$ cat config.mk
export PLATFORM = sky130hd
export DESIGN_NAME = message_buffer
export DESIGN_NICKNAME = d
export VERILOG_FILES = /design/src/rtl/morse_pkg.sv /design/src/rtl/rise_pulse.sv /design/src/rtl/message_buffer.sv
export SDC_FILE = /design/constraint.sdc
export NUM_CORES = 1
export LEC_CHECK = 0
export BUFFER_PORTS_ARGS = -buffer_cell sky130_fd_sc_hd__buf_2
export CORE_MARGIN = 4
export CORE_UTILIZATION = 51
export CTS_BUF_LIST = sky130_fd_sc_hd__clkbuf_8
export CTS_CLUSTER_DIAMETER = 40
export DETAILED_ROUTE_END_ITERATION = 16
export HOLD_SLACK_MARGIN = 0.15
export MAX_ROUTING_LAYER = met4
export PLACE_DENSITY = 0.78
export SYNTH_ARGS = -nofsm -noshare
export SYNTH_HDL_FRONTEND = slang
export SYNTH_SLANG_ARGS = --single-unit
export TNS_END_PERCENT = 20
$ cat constraint.sdc
create_clock -name Clock -period 2.2 [get_ports Clock]
set_clock_uncertainty 0.2 [all_clocks]
set_input_delay 0.55 -clock Clock [delete_from_list [all_inputs] [get_ports Clock]]
set_output_delay 0.55 -clock Clock [all_outputs]
set_load 0.05 [all_outputs]
$ cat src/rtl/morse_pkg.sv
// Shared constants for the morse message buffer: code width, legal code range,
// the blank-slot code and the default number of display slots.
package morse_pkg;

  localparam int                CODE_W    = 6;
  localparam int                CNT_W     = 3;
  localparam int                DEPTH_DEF = 6;
  localparam logic [CODE_W-1:0] MAX_CODE  = 6'd36;
  localparam logic [CODE_W-1:0] BLANK     = 6'h3F;

endpackage : morse_pkg

$ cat src/rtl/rise_pulse.sv
// Registered rising-edge detector. The previous sample resets to 1 so a level
// already high when reset releases is not seen as a new edge.
module rise_pulse (
  input  logic Clock,
  input  logic Reset,
  input  logic level_i,
  output logic rise_o
);

  logic prev_q;

  // NOTE: sequential state uses non-blocking assignments so every flop samples
  // pre-edge values regardless of process ordering.
  always_ff @(posedge Clock or posedge Reset) begin
    if (Reset) prev_q <= 1'b1;
    else       prev_q <= level_i;
  end

  assign rise_o = level_i & ~prev_q;

endmodule : rise_pulse

$ cat src/rtl/message_buffer.sv
// Character buffer fed by the morse decoder: append on commit, delete newest on
// del, replace newest on both, clear on clr; slot 0 holds the oldest character.
module message_buffer
  import morse_pkg::*;
#(
  parameter int DEPTH  = DEPTH_DEF,
  parameter bit SCROLL = 1'b1
) (
  input  logic                    Clock,
  input  logic                    Reset,
  input  logic [CODE_W-1:0]       letter,
  input  logic                    commit,
  input  logic                    del,
  input  logic                    clr,
  output logic [DEPTH*CODE_W-1:0] chars,
  output logic [CNT_W-1:0]        count,
  output logic                    full,
  output logic                    empty,
  output logic                    overflow,
  output logic                    reject
);

  logic              commit_rise, del_rise;
  logic [CODE_W-1:0] slots_q [DEPTH];
  logic [CODE_W-1:0] slots_d [DEPTH];
  logic [CNT_W-1:0]  count_q, count_d, last_idx;
  logic              ovf_q, ovf_d, rej_q, rej_d;
  logic              has_room, non_empty;

  rise_pulse u_commit_edge (.Clock(Clock), .Reset(Reset), .level_i(commit), .rise_o(commit_rise));
  rise_pulse u_del_edge    (.Clock(Clock), .Reset(Reset), .level_i(del),    .rise_o(del_rise));

  assign has_room  = count_q < CNT_W'(DEPTH);
  assign non_empty = count_q != '0;
  assign last_idx  = count_q - CNT_W'(1);

  // NOTE: every next-state signal is defaulted at the top of the block so no
  // path through the branches below can infer a latch.
  always_comb begin
    slots_d = slots_q;
    count_d = count_q;
    ovf_d   = 1'b0;
    rej_d   = 1'b0;
    if (clr) begin
      for (int i = 0; i < DEPTH; i++) slots_d[i] = BLANK;
      count_d = '0;
    end else if (commit_rise) begin
      if (letter > MAX_CODE) begin
        rej_d = 1'b1;
      end else if (del_rise && non_empty) begin
        for (int i = 0; i < DEPTH; i++)
          if (CNT_W'(i) == last_idx) slots_d[i] = letter;
      end else if (has_room) begin
        for (int i = 0; i < DEPTH; i++)
          if (CNT_W'(i) == count_q) slots_d[i] = letter;
        count_d = count_q + CNT_W'(1);
      end else begin
        ovf_d = 1'b1;
        if (SCROLL) begin
          for (int i = 0; i < DEPTH - 1; i++) slots_d[i] = slots_q[i+1];
          slots_d[DEPTH-1] = letter;
        end
      end
    end else if (del_rise && non_empty) begin
      for (int i = 0; i < DEPTH; i++)
        if (CNT_W'(i) == last_idx) slots_d[i] = BLANK;
      count_d = last_idx;
    end
  end

  // NOTE: the slot array is reset because empty slots must read as BLANK, not
  // as whatever the flops powered up with.
  always_ff @(posedge Clock or posedge Reset) begin
    if (Reset) begin
      for (int i = 0; i < DEPTH; i++) slots_q[i] <= BLANK;
      count_q <= '0;
      ovf_q   <= 1'b0;
      rej_q   <= 1'b0;
    end else begin
      slots_q <= slots_d;
      count_q <= count_d;
      ovf_q   <= ovf_d;
      rej_q   <= rej_d;
    end
  end

  always_comb begin
    for (int i = 0; i < DEPTH; i++) chars[i*CODE_W +: CODE_W] = slots_q[i];
  end

  assign count    = count_q;
  assign full     = count_q == CNT_W'(DEPTH);
  assign empty    = count_q == '0;
  assign overflow = ovf_q;
  assign reject   = rej_q;

endmodule : message_buffer
**Word level (Yosys, flattened, before mapping)**

Cells that the tools add are included.

- Flip-flop bits (word level): 43
- Input bits: 11

- Magnitude comparators: 2
- Muxes and demuxes: 38
- $add $sub $neg: 2
- Bitwise operators: 4
- Reduce and logical (&&, ||, !) cells: 19
- Eq/ne operators: 25

Operator list:

| cell | number |
|---|---|
| 36-bit two-way mux | 6 |
| 6-bit two-way mux | 18 |
| 5-bit AND reduction | 6 |
| 5-bit by 2-bit inequality test with 1-bit output (second input constant) | 5 |
| 3-bit nonzero test | 8 |
| 3-bit two-way mux | 6 |
| 4-bit inequality test (second input constant) | 4 |
| 2-bit by 3-bit equality test with 1-bit output (first input constant) | 4 |
| 3-bit equality test (first input constant) | 4 |
| 1-bit two-way mux | 8 |
| 4-bit by 3-bit inequality test with 1-bit output (second input constant) | 2 |
| 1-bit by 3-bit equality test with 1-bit output (first input constant) | 2 |
| 6-bit greater-than comparator (second input constant) | 1 |
| 3-bit logical NOT | 2 |
| 3-bit inequality test (second input constant) | 2 |
| 5-bit by 3-bit inequality test with 1-bit output (second input constant) | 1 |
| 4-bit AND reduction | 1 |
| 4-bit nonzero test | 1 |
| 3-bit by 1-bit adder with 3-bit output (second input constant) | 1 |
| 3-bit equality test (second input constant) | 1 |
| 3-bit < comparator (second input constant) | 1 |
| 3-bit by 1-bit subtractor with 3-bit output (second input constant) | 1 |
| 1-bit AND | 2 |
| 1-bit inverter | 2 |
| 1-bit logical AND | 1 |

**Depth between registers and ports, before layout**

Gate-level depths: netlist (run 1).

- Depth after elaboration: 7
- Mapped depth: 9
- Depth with buffers taken out: 8

**Modules after synthesis**

From an unflattened synthesis (run 1), not the netlist that was laid out.

- Cell total of the unflattened synthesis: 239
- Area, all modules: 2454.9 sq um

Modules (own cells, without submodules):

| module | area an instance (sq um) | cells each | times used |
|---|---|---|---|
| message_buffer | 2367.3 | 233 | 1 |
| rise_pulse | 43.8 | 3 | 2 |

**Worst setup path before layout (run 1)**

No wires, ideal clock.

- Path type: reg-to-reg
- Start: register count_q[1], in the netlist count[1]
- End: register slots_q, in the netlist chars[10]
- Path slack: -0.385 ns
- Data arrival time: 2.310 ns
- Required time: 1.925 ns
- Cell stages (with the launch flop): 10
- Clock period less this slack: 2.585 ns
- Buffers on the path: 1
- Cells stage by stage: dfrtp_1 -> inv_1 -> ha_1 -> nand2b_1 -> inv_1 -> nor3_1 -> a21o_1 -> buf_6 -> o211ai_4 -> mux2i_1

- Cells in the longest elaborated chain, start to end: 6
- Elaborated cells on any way between the ends: 16
- Classes of those cells: add/sub (1); order compare (1); eq/ne (4); mux (5); reduce/logical (5)

Ends and longest elaborated chain:

| what | RTL line | text |
|---|---|---|
| from (decl) | message_buffer.sv:26 | `logic [CNT_W-1:0] count_q, count_d, last_idx;` |
| from (signal assigned) | message_buffer.sv:81 | `count_q <= count_d;` |
| branches (longest 6 deep; another with 3-bit by 1-bit subtractor with 3-bit output) | - |  |
| to (signal assigned) | message_buffer.sv:80 | `slots_q <= slots_d;` |
| to (decl) | message_buffer.sv:24 | `logic [CODE_W-1:0] slots_q [DEPTH];` |

Parallel ways; which one is timed is not known. The select of a mux whose other input is x is not followed.
A chain may end at the register's enable or synchronous reset.

**Worst setup path in the final report (run 1)**

- Start: register count_q[1], in the netlist count[1]
- End: output port empty

- Cells in the longest elaborated chain, start to end: 1

Ends and longest elaborated chain:

| what | RTL line | text |
|---|---|---|
| 3-bit logical NOT | message_buffer.sv:93 | `assign empty = count_q == '0;` |
| to (decl) | message_buffer.sv:18 | `output logic empty,` |

No other way between the ends.

==> results_dict.tcl, run 1 <==
set metrics [dict create \
    outcome "complete, but fails checks" \
    violations "setup timing" \
    maxCapViolCount 0 \
    fill_cells 413 \
    totalWireLength_mm 6.288 \
    required_ns 1.45 \
    start_kind "flop" \
    wl_met1_mm 2.849 \
    crit_slowest_cell "dfrtp_4" \
    crit_chain "inv_4, ha_4, buf_6, nand2b_4, clkinvlp_4, buf_8" \
    critPathMaxFanout 4 \
    critPathKind "reg -> out" \
    hp-class "in -> async" \
    syn_nets 261 \
    max_clock_freq_mhz 454.1 \
    setup_tns_ns -0.002354 \
    top_layer_used "met4" \
    ys.warnings.count 0 \
    netlist_area_um2 2534 \
    synth_edf_count 0 \
    core-area_um2 4755 \
    ys.flop_type "dfstp_2" \
    final-hold-violation-count 0 \
    cpPeakStageDelay_ns 0.50 \
    ff2ff_path_depth 11 \
    clk_latency_ns 0.31 \
    clock-root-buffer "clkbuf_8" \
    dr.pass1.iters 4 \
    initial_core_util_pct 53.29 \
    rows 25 \
    ys_ff_latch 43 \
    end_kind "primary output" \
    r2r-end "chars[35]" \
    yosysSeqAreaShare_pct 44.35 \
    synth.avg_cell_area_um2 10.43 \
    clk_pin_slew_worst_paths_ns 0.09 \
    netlist_top_cells_count "41 x nor2_1, 38 x dfstp_2, 37 x mux2i_1, 32 x a21oi_1" \
    portBuffers 53 \
    grt_pass1_vias 2089 \
    area_growth_syn_to_layout_pct 24.39 \
    total_power_w 0.001947 \
    synth.area.top_cells "dfstp_2 39%, mux2i_1 15%, a21oi_1 6.3%" \
    preCtsSetupSlack_ns -0.2300 \
    drtIter0Drc 107 \
    yosys.area.top_type_share_pct 39.41 \
    rsz0062_at_grt "true" \
    antenna_found_initial 0 \
    setup_viol 1 \
    seq_area_um2 1130 \
    via_count 2109 \
    fin_crit_sh_pct 100.1 \
    dieArea_um2 6160 \
    drc 0 \
    synth_top_area_cell "dfstp_2" \
    met3_length_um 314 \
    power_density_nw_per_um2 617.8 \
    die_h_um 78.49 \
    timing.rr.start "count[1]" \
    cts_buffers 5 \
    place_area_um2 2937 \
    p_leak_nw 1.482 \
    post_drt_wl_per_cell_um 16.63 \
    period_needed_ns 2.202 \
    vdd.ir_drop.worst_v 0.0004177 \
    antenna_cells 0 \
    r2r_setup_slack_ns 0.05 \
    hold_slack_ns 0.1691 \
    async_flop_share_pct 100.0 \
    drive_gt1_share_pct 46.62 \
    dr_wl_met2_mm 3.016 \
    synth_cell_types 39 \
    globalplace.congestion 0.9517 \
    synth_cells 243 \
    cts_buffer_depth 2 \
    viasPerCell 5.579 \
    dp_hpwl_mm 4.318 \
    grt_max_degree 46 \
    maxSlewHeadroom_pct 54.58 \
    die_width_um 78.49 \
    layout.nets 328 \
    io_pins 54 \
    worstMarginPinSlew_ns 0.6797 \
    yosysMostFrequentCell "nor2_1" \
    cts.sinks 43 \
    cp_data_arrival_time_ns 1.45 \
    multiInputGateArea_um2 1360 \
    track_usage_pct 22.24 \
    h-tree-depth 2 \
    ant_nets 0 \
    final_area_um2 3152 \
    grt_pass1_wl_mm 10.58 \
    final-max-slew-violation-count 0 \
    grt_overflow 0 \
    worst_slack_ns -0.002354 \
    cts_tree "done" \
]
[registers in the layout, indices dropped and copies added, names as in the netlist]
signal / cells
u_del_edge.prev_q: 1
chars: 36
u_commit_edge.prev_q: 1
overflow: 1
reject: 1
count: 3
[repair_timing]
action | 4_1_cts | 5_1_grt
hold buffers | 1 | 0
gates resized for setup | 10 | 4
buffers inserted | 3 | 4
setup endpoints to repair | 16 | 25
cloned | 0 | 0
pin swaps | 1 | 2
endpoints found under the hold margin | 1 | 0
[layout make-up]
| type | count | area share [%] |
|---|---|---|
| clock inverter | 3 | 0.6352 |
| sequential | 43 | 35.85 |
| multi-input combinational | 181 | 43.15 |
| clock buffer | 5 | 2.183 |
| inverter | 5 | 0.8734 |
| tap | 67 | 2.660 |
| timing repair buffer | 74 | 14.65 |
[kinds of logic (layout without fill, tap and decap cells)]
kind of cell               after synthesis  after routing  synth area share (%)
AOI/OAI and AO/OA                       59             59                 17.33
buffers and inverters                   19             87                 4.642
muxes                                   37             37                 14.62
xor gates and xnor gates                 3              3                 1.037
adders and majority gates                7              7                 3.457
and+or+nand+nor                         75             75                 14.57
DFF                                     43             43                 44.35
[cell usage in the layout, fill, tap and decap left out, drive strengths merged]
master,netlist,routed
a21o,10,10
a21oi,32,32
a2bb2oi,2,2
a41oi,1,1
and2,1,1
and3,1,1
buf,5,73
clkbuf,4,5
clkinv,0,1
clkinvlp,0,3
dfrtp,5,5
dfstp,38,38
dlygate4sd3,3,1
ha,7,7
inv,5,4
mux2i,37,37
nand2,3,3
nand2b,4,4
nand3,10,10
nand3b,1,1
nand4,1,1
nor2,41,41
nor2b,3,3
nor3,8,8
o211ai,6,6
o21a,1,1
o21ai,3,3
o2bb2ai,1,1
o31a,1,1
o31ai,2,2
or2b,1,1
or3b,1,1
xnor2,3,3
[worst max path at each step]
stage | slack (ns) | cells past startpoint | end | from
finish | -0.002 | 6 | empty | count[1]
global placement | -0.11 | 5 | chars[17] | del
global route | -0.04 | 6 | empty | count[1]
detailed placement | -0.23 | 5 | chars[5] | del
floorplan | -0.004 | 9 | chars[10] | count[0]
CTS | -0.004 | 6 | empty | count[1]
[power by group]
group | total [W] | switching, W | internal, W
Sequential | 0.000845 | 0.0000197 | 0.000825
Clock | 0.000528 | 0.000306 | 0.000221
Combinational | 0.000575 | 0.000348 | 0.000227
[critical path: cells and delay by family, from the launching register on]
kind,cells,cell delay (ns)
DFF,1,0.50
buffers and inverters,4,0.43
adders and majority gates,1,0.15
and+or+nand+nor,1,0.06
[metal layers]
metal / vias to the layer above / global-route usage (%)
met1: 1033 / 29.00
met5: - / -
met4: 0 / 7.168
met2: 64 / 34.93
li1: 998 / -
met3: 14 / 4.587
[metrics by stage]
stage,cells,utilization [%]
floorplan,243,-
global placement,362,61.76
detailed placement,362,61.76
CTS,374,65.18
global route,378,66.29
finish,378,66.29
Note: power is estimated with default switching activity, not from simulation.
==> inputs of run 2 (changes only) <==
--- a/config.mk
+++ b/config.mk
@@ -5,16 +5,18 @@
 export SDC_FILE = /design/constraint.sdc
 export NUM_CORES = 1
 export LEC_CHECK = 0
+export ABC_AREA = 1
 export BUFFER_PORTS_ARGS = -buffer_cell sky130_fd_sc_hd__buf_2
 export CORE_MARGIN = 4
-export CORE_UTILIZATION = 51
+export CORE_UTILIZATION = 52
 export CTS_BUF_LIST = sky130_fd_sc_hd__clkbuf_8
 export CTS_CLUSTER_DIAMETER = 40
 export DETAILED_ROUTE_END_ITERATION = 16
 export HOLD_SLACK_MARGIN = 0.15
 export MAX_ROUTING_LAYER = met4
-export PLACE_DENSITY = 0.78
+export PLACE_DENSITY = 0.79
 export SYNTH_ARGS = -nofsm -noshare
 export SYNTH_HDL_FRONTEND = slang
+export SYNTH_HIERARCHICAL = 1
 export SYNTH_SLANG_ARGS = --single-unit
 export TNS_END_PERCENT = 20
==> run 2 against run 1 <==
The run now ends clean. Non-clock buffer count down 15. Maximum frequency is 3.6% higher. Wire length rose by 0.68%. Flip-flop and latch count did not move. Utilization is essentially flat. Synthesized cell count rose by 41%. Power increased to 2.6 times the previous value. Cell count grew 25%. Count of clock-buffer cells in the layout did not move. Sequential share of layout area down 0.81 points. Hold slack improved by 0.094 ns. Critical path depth down 1. Critical endpoint unchanged. Largest cell class unchanged.
==> results_dict.tcl, run 2 <==
set metrics [dict create \
    cts_buffers 5 \
    grt_overflow 0 \
    clk_pin_slew_worst_paths_ns 0.08 \
    setup_tns_ns 0 \
    final_area_um2 3214 \
    cts.sinks 43 \
    worstMarginPinSlew_ns 0.6090 \
    start_kind "flop" \
    yosysMostFrequentCell "nand2_1" \
    fill_cells 416 \
    setup_viol 0 \
    rsz0062_at_grt "false" \
    max_clock_freq_mhz 470.3 \
    top_layer_used "met4" \
    area_growth_syn_to_layout_pct 19.77 \
    yosys.area.top_type_share_pct 37.20 \
    portBuffers 53 \
    layout.nets 422 \
    dr_wl_met2_mm 3.201 \
    final-max-slew-violation-count 0 \
    hp-class "reg -> reg" \
    final_cell_mix "160 x nand2_1, 51 x buf_2, 38 x dfstp_2, 30 x nand4_1, 17 x nand3_1" \
    stdcell_count 472 \
    viasPerCell 5.263 \
    dp.cells 461 \
    place_area_um2 3037 \
    initial_core_util_pct 55.35 \
    period_needed_ns 2.126 \
    dp_hpwl_mm 4.705 \
    totalWireLength_mm 6.331 \
    drc 0 \
    cp_data_arrival_time_ns 1.38 \
    ant_nets 0 \
    combPwrFrac_pct 55.4 \
    antenna_cells 0 \
    synth_edf_count 0 \
    die_width_um 79.84 \
    vdd.ir_drop.worst_v 0.0008973 \
    maxCapViolCount 0 \
    synth_cell_types 27 \
    cts_buffer_depth 2 \
    final-hold-violation-count 0 \
    drive_gt1_share_pct 39.01 \
    netlist_area_um2 2684 \
    layout_commonest_cell "nand2_1" \
    netlist_top_cells_count "160 x nand2_1, 38 x dfstp_2, 30 x nand4_1, 18 x inv_1, 17 x nand3_1" \
    globalplace.congestion 0.9085 \
    drtIter0Drc 140 \
    p_int_w 0.002346 \
    required_ns 1.45 \
    wl_met1_mm 2.640 \
    p_sw_share_pct 53.59 \
    clock-root-buffer "clkbuf_8" \
    fin_crit_sh_pct 96.65 \
    io_pins 54 \
    p_clk_share_pct 12.3 \
    p_switching_w 0.002709 \
    ys.flop_type "dfstp_2" \
    core-area_um2 4848 \
    critPathKind "reg -> out" \
    ys.warnings.count 6 \
    h-tree-depth 2 \
    ys_ff_latch 43 \
    grt_pass1_wl_mm 10.81 \
    power_frac_seq_pct 32.3 \
    cts_tree "done" \
    grt_pass1_vias 2357 \
    total_power_w 0.005055 \
    die_h_um 79.84 \
    power_density_nw_per_um2 1573 \
    critPathMaxFanout 6 \
    dr.pass1.iters 4 \
    rows 25 \
    via_count 2484 \
    p_leak_nw 1.622 \
    grt_max_degree 42 \
    outcome "complete, no violations" \
    synth.area.top_cells "dfstp_2 37%, nand2_1 22%, nand4_1 7.0%" \
    clk_latency_ns 0.30 \
    met3_length_um 397 \
    synth_top_area_cell "dfstp_2" \
    maxSlewHeadroom_pct 59.25 \
    synth_cells 342 \
    async_flop_share_pct 100.0 \
    yosysSeqAreaShare_pct 41.86 \
    end_kind "primary output" \
    antenna_found_initial 0 \
    synth.avg_cell_area_um2 7.847 \
    syn_nets 360 \
    dieArea_um2 6374 \
    track_usage_pct 22.34 \
    largest_reg_flops 36 \
    post_drt_wl_per_cell_um 13.41 \
]
run 2: power groups by stage:
stage | sequential [W] | combinational (W) | clock (W)
after floorplan | 0.00280 | 0.000997 | 0
after global routing | 0.00169 | 0.00301 | 0.000674
after detailed placement | 0.00163 | 0.00275 | 0
after global placement | 0.00162 | 0.00272 | 0
after CTS | 0.00162 | 0.00280 | 0.000629
final | 0.00163 | 0.00280 | 0.000623
run 2: final timing paths:
kind	from	to	slack, ns	depth (start not counted)
min in group asynchronous	Reset	u_commit_edge/prev_q	0.60	3
worst min-delay path	chars[0]	chars[0]	0.26	2
worst max register to register	count[1]	chars[16]	0.20	11
max in group asynchronous	Reset	chars[11]	0.70	4
worst max-delay path	count[1]	empty	0.07	5
worst min register to register	chars[0]	chars[0]	0.26	2
run 2: metrics by stage:
stage	setup slack (ns)	utilization (%)	hold WS (ns)
3_5_place_dp	0.04400	62.63	0.2521
6_report	0.07379	66.30	0.2633
5_1_grt	0.02253	66.30	0.2871
2_1_floorplan	0.01725	-	0.2397
3_3_place_gp	0.1085	62.63	0.2525
4_1_cts	0.0007157	66.01	0.2643
run 2: per-layer routing:
metal	up-vias	GRT usage, %
met2	87	37.98
met5	-	-
li1	1238	-
met1	1146	27.46
met3	13	3.725
met4	0	6.419
run 2: timing repair:
action | CTS | global route
resized for setup | 7 | 4
endpoints found under the hold margin | 4 | 0
setup endpoints to repair | 2 | 5
buffers inserted | 0 | 0
gates cloned | 0 | 0
pin swaps | 0 | 0
hold buffers | 3 | 0
run 2: worst max-delay path, cell delays in order (launching register included):
cell and delay [ns]:
dfrtp_2 0.48, inv_2 0.13, ha_4 0.16, nand2_4 0.07, inv_1 0.06, buf_4 0.18
run 2: cell type report:
class	instances	area, µm²	share of cell area (%)
clock inverter	3	43.79	1.362
clock buffer	5	68.82	2.141
tap	67	83.83	2.608
multi-input combinational	267	1458	45.35
timing repair buffer	59	322.8	10.04
sequential	43	1126	35.03
inverter	28	111.4	3.464
run 2: kinds of logic (layout without fill, tap and decap cells):
logic type,Yosys count,in the layout,synth area share [%]
buffers and inverters,32,95,4.755
AO/OA/AOI/OAI,8,8,1.538
adder cells (fa/ha/maj),7,7,3.263
AND/OR/NAND/NOR,252,252,48.58
flip-flops,43,43,41.86
==> inputs of run 3 (changes only) <==
--- a/config.mk
+++ b/config.mk
@@ -5,10 +5,9 @@
 export SDC_FILE = /design/constraint.sdc
 export NUM_CORES = 1
 export LEC_CHECK = 0
-export ABC_AREA = 1
 export BUFFER_PORTS_ARGS = -buffer_cell sky130_fd_sc_hd__buf_2
 export CORE_MARGIN = 4
-export CORE_UTILIZATION = 52
+export CORE_UTILIZATION = 51
 export CTS_BUF_LIST = sky130_fd_sc_hd__clkbuf_8
 export CTS_CLUSTER_DIAMETER = 40
 export DETAILED_ROUTE_END_ITERATION = 16
==> run 3 against run 2 <==
Power is 61% lower. Setup slack got worse by 0.0028 ns. Area after synthesis shrank 8.5%. Utilization grew 3.3 points. Sequential share of layout area up 0.92 points. Register-to-register slack worse by 0.09 ns. First-iteration DRC count shrank 16%. Via count fell by 20%. Wire length fell by 7.6%.
==> results_dict.tcl, run 3 <==
set metrics [dict create \
    cts_buffer_depth 2 \
    antenna_cells 0 \
    grt_pass1_wl_mm 9.915 \
    cts_buffers 5 \
    clk_latency_ns 0.30 \
    ys_ff_latch 43 \
    setup_viol 0 \
    synth_edf_count 0 \
    hp-class "in -> reg" \
    required_ns 1.45 \
    core-area_um2 4504 \
    h-tree-depth 2 \
    p_clk_share_pct 25.1 \
    synth_cell_types 35 \
    critPathKind "reg -> out" \
    maxSlewHeadroom_pct 66.71 \
    period_needed_ns 2.129 \
    min-delay-start "del" \
    antenna_found_initial 0 \
    grt_pass1_vias 1990 \
    via_count 1993 \
    p_switching_w 0.0006723 \
    viasPerCell 5.431 \
    vdd.ir_drop.worst_v 0.0004269 \
    p_leak_nw 1.686 \
    grt_overflow 0 \
    final-hold-violation-count 0 \
    drtIter0Drc 117 \
    final-max-slew-violation-count 0 \
    final_cell_mix "51 x buf_2, 38 x inv_1, 38 x dfstp_2, 37 x mux2i_1, 32 x a21oi_1" \
    synth_top_area_cell "dfstp_2" \
    netlist_area_um2 2455 \
    cts_tree "done" \
    yosysSeqAreaShare_pct 45.77 \
    preCtsSetupSlack_ns -0.1105 \
    post_drt_wl_per_cell_um 15.94 \
    end_kind "primary output" \
    io_pins 54 \
    cp_data_arrival_time_ns 1.38 \
    r2r-end "chars[0]" \
    area_growth_syn_to_layout_pct 27.73 \
    combPwrFrac_pct 29.8 \
    dp_hpwl_mm 4.528 \
    portBuffers 53 \
    ant_nets 0 \
    yosysMostFrequentCell "inv_1" \
    fill_cells 361 \
    worst_slack_ns 0.07096 \
    die_h_um 77.38 \
    async_flop_share_pct 100.0 \
    largest_reg_flops 36 \
    rsz0062_at_grt "true" \
    dr.pass1.iters 4 \
    ff2ff_path_depth 6 \
    post_cts_buffers 0 \
    track_usage_pct 21.47 \
    die_width_um 77.38 \
    power_density_nw_per_um2 622.3 \
    total_power_w 0.001951 \
    grt_max_degree 42 \
    drive_gt1_share_pct 46.35 \
    rows 24 \
    worstMarginPinSlew_ns 0.4994 \
    netlist_top_cells_count "40 x inv_1, 38 x dfstp_2, 37 x mux2i_1, 32 x a21oi_1, 17 x nor2_1" \
    max_clock_freq_mhz 469.7 \
    clock-root-buffer "clkbuf_8" \
    timing.rr.start "u_del_edge/prev_q" \
    start_kind "flop" \
    totalWireLength_mm 5.851 \
    ys.flop_type "dfstp_2" \
    p_sw_share_pct 34.46 \
    synth.area.top_cells "dfstp_2 41%, mux2i_1 15%, a21oi_1 6.5%" \
    initial_core_util_pct 54.50 \
    power_frac_seq_pct 45.1 \
    outcome "complete, no violations" \
    syn_nets 257 \
    maxCapViolCount 0 \
    layout_commonest_cell "buf_2" \
    globalplace.congestion 0.9160 \
    clk_pin_slew_worst_paths_ns 0.08 \
    fin_crit_sh_pct 96.77 \
    synth_cells 239 \
    r2r_setup_slack_ns 0.11 \
    dieArea_um2 5988 \
    yosys.area.top_type_share_pct 40.67 \
    synth.avg_cell_area_um2 10.27 \
    critPathMaxFanout 6 \
    crit_end "empty" \
    layout.nets 332 \
    cts.sinks 43 \
    ys.warnings.count 6 \
    p_int_w 0.001279 \
    drc 0 \
    crit_start "count[1]" \
]
-- run 3: repair_timing --
| action | in CTS | in global routing |
|---|---|---|
| pin swaps | 0 | 1 |
| gates cloned | 0 | 0 |
| resized for setup | 4 | 3 |
| endpoints found under the setup margin | 2 | 10 |
| hold buffers | 2 | 0 |
| endpoints found under the hold margin | 3 | 0 |
-- run 3: worst min-delay path by stage --
stage,slack [ns],to,cells after the start
floorplan,0.24,u_commit_edge/prev_q,1
detailed placement,0.26,chars[3],2
global placement,0.25,chars[3],2
finish,0.26,u_del_edge/prev_q,2
CTS,0.25,u_del_edge/prev_q,2
global route,0.25,u_del_edge/prev_q,2
-- run 3: kinds of logic after synthesis --
| group | count (synthesis) | synth area share, % |
|---|---|---|
| compound gates | 62 | 18.50 |
| flops | 43 | 45.77 |
| buf+inv | 50 | 7.951 |
| mux | 37 | 15.09 |
| simple gates | 37 | 8.053 |
| fa+ha+maj | 7 | 3.568 |
| xor+xnor | 3 | 1.071 |
-- run 3: layout make-up --
class	count	area [µm²]	area share, %
clock buffer	5	68.82	2.195
tap	52	65.06	2.075
clock inverter	3	15.01	0.4789
sequential	43	1127	35.95
inverter	40	153.9	4.908
timing repair buffer	78	529.3	16.88
multi-input combinational	146	1176	37.51
-- run 3: routing by layer --
| metal | global-route usage (%) | up-vias | part of all wire (%) |
|---|---|---|---|
| met1 | 29.60 | 969 | 46 |
| li1 | - | 958 | - |
| met2 | 33.25 | 58 | 49 |
| met4 | 6.406 | 0 | 1.1 |
| met3 | 2.894 | 8 | 4.3 |
| met5 | - | - | 0 |
-- run 3: power groups by stage --
stage	clock network [W]	logic, W	registers, W
final	0.000489	0.000582	0.000880
after global routing	0.000542	0.000622	0.000886
after CTS	0.000506	0.000583	0.000879
after detailed placement	0	0.000567	0.000891
after global placement	0	0.000558	0.000890
after floorplan	0	0.000280	0.00101
-- run 3: through the flow --
step,instance area (µm²),hold WS [ns],TNS (ns),utilization (%),std cells
CTS,3123,0.2535,0,69.33,367
finish,3136,0.2615,0,69.61,367
floorplan,2476,0.2397,0,-,239
detailed placement,3002,0.2606,-0.6878,66.64,357
global route,3136,0.2514,-0.01268,69.61,367
global placement,3002,0.2540,-0.3138,66.64,357
-- run 3: worst max-delay path, cell delays in order (launching register included) --
cell,delay [ns]
dfrtp_2,0.41
inv_2,0.13
ha_4,0.18
nand2b_4,0.09
clkinvlp_4,0.09
buf_4,0.19
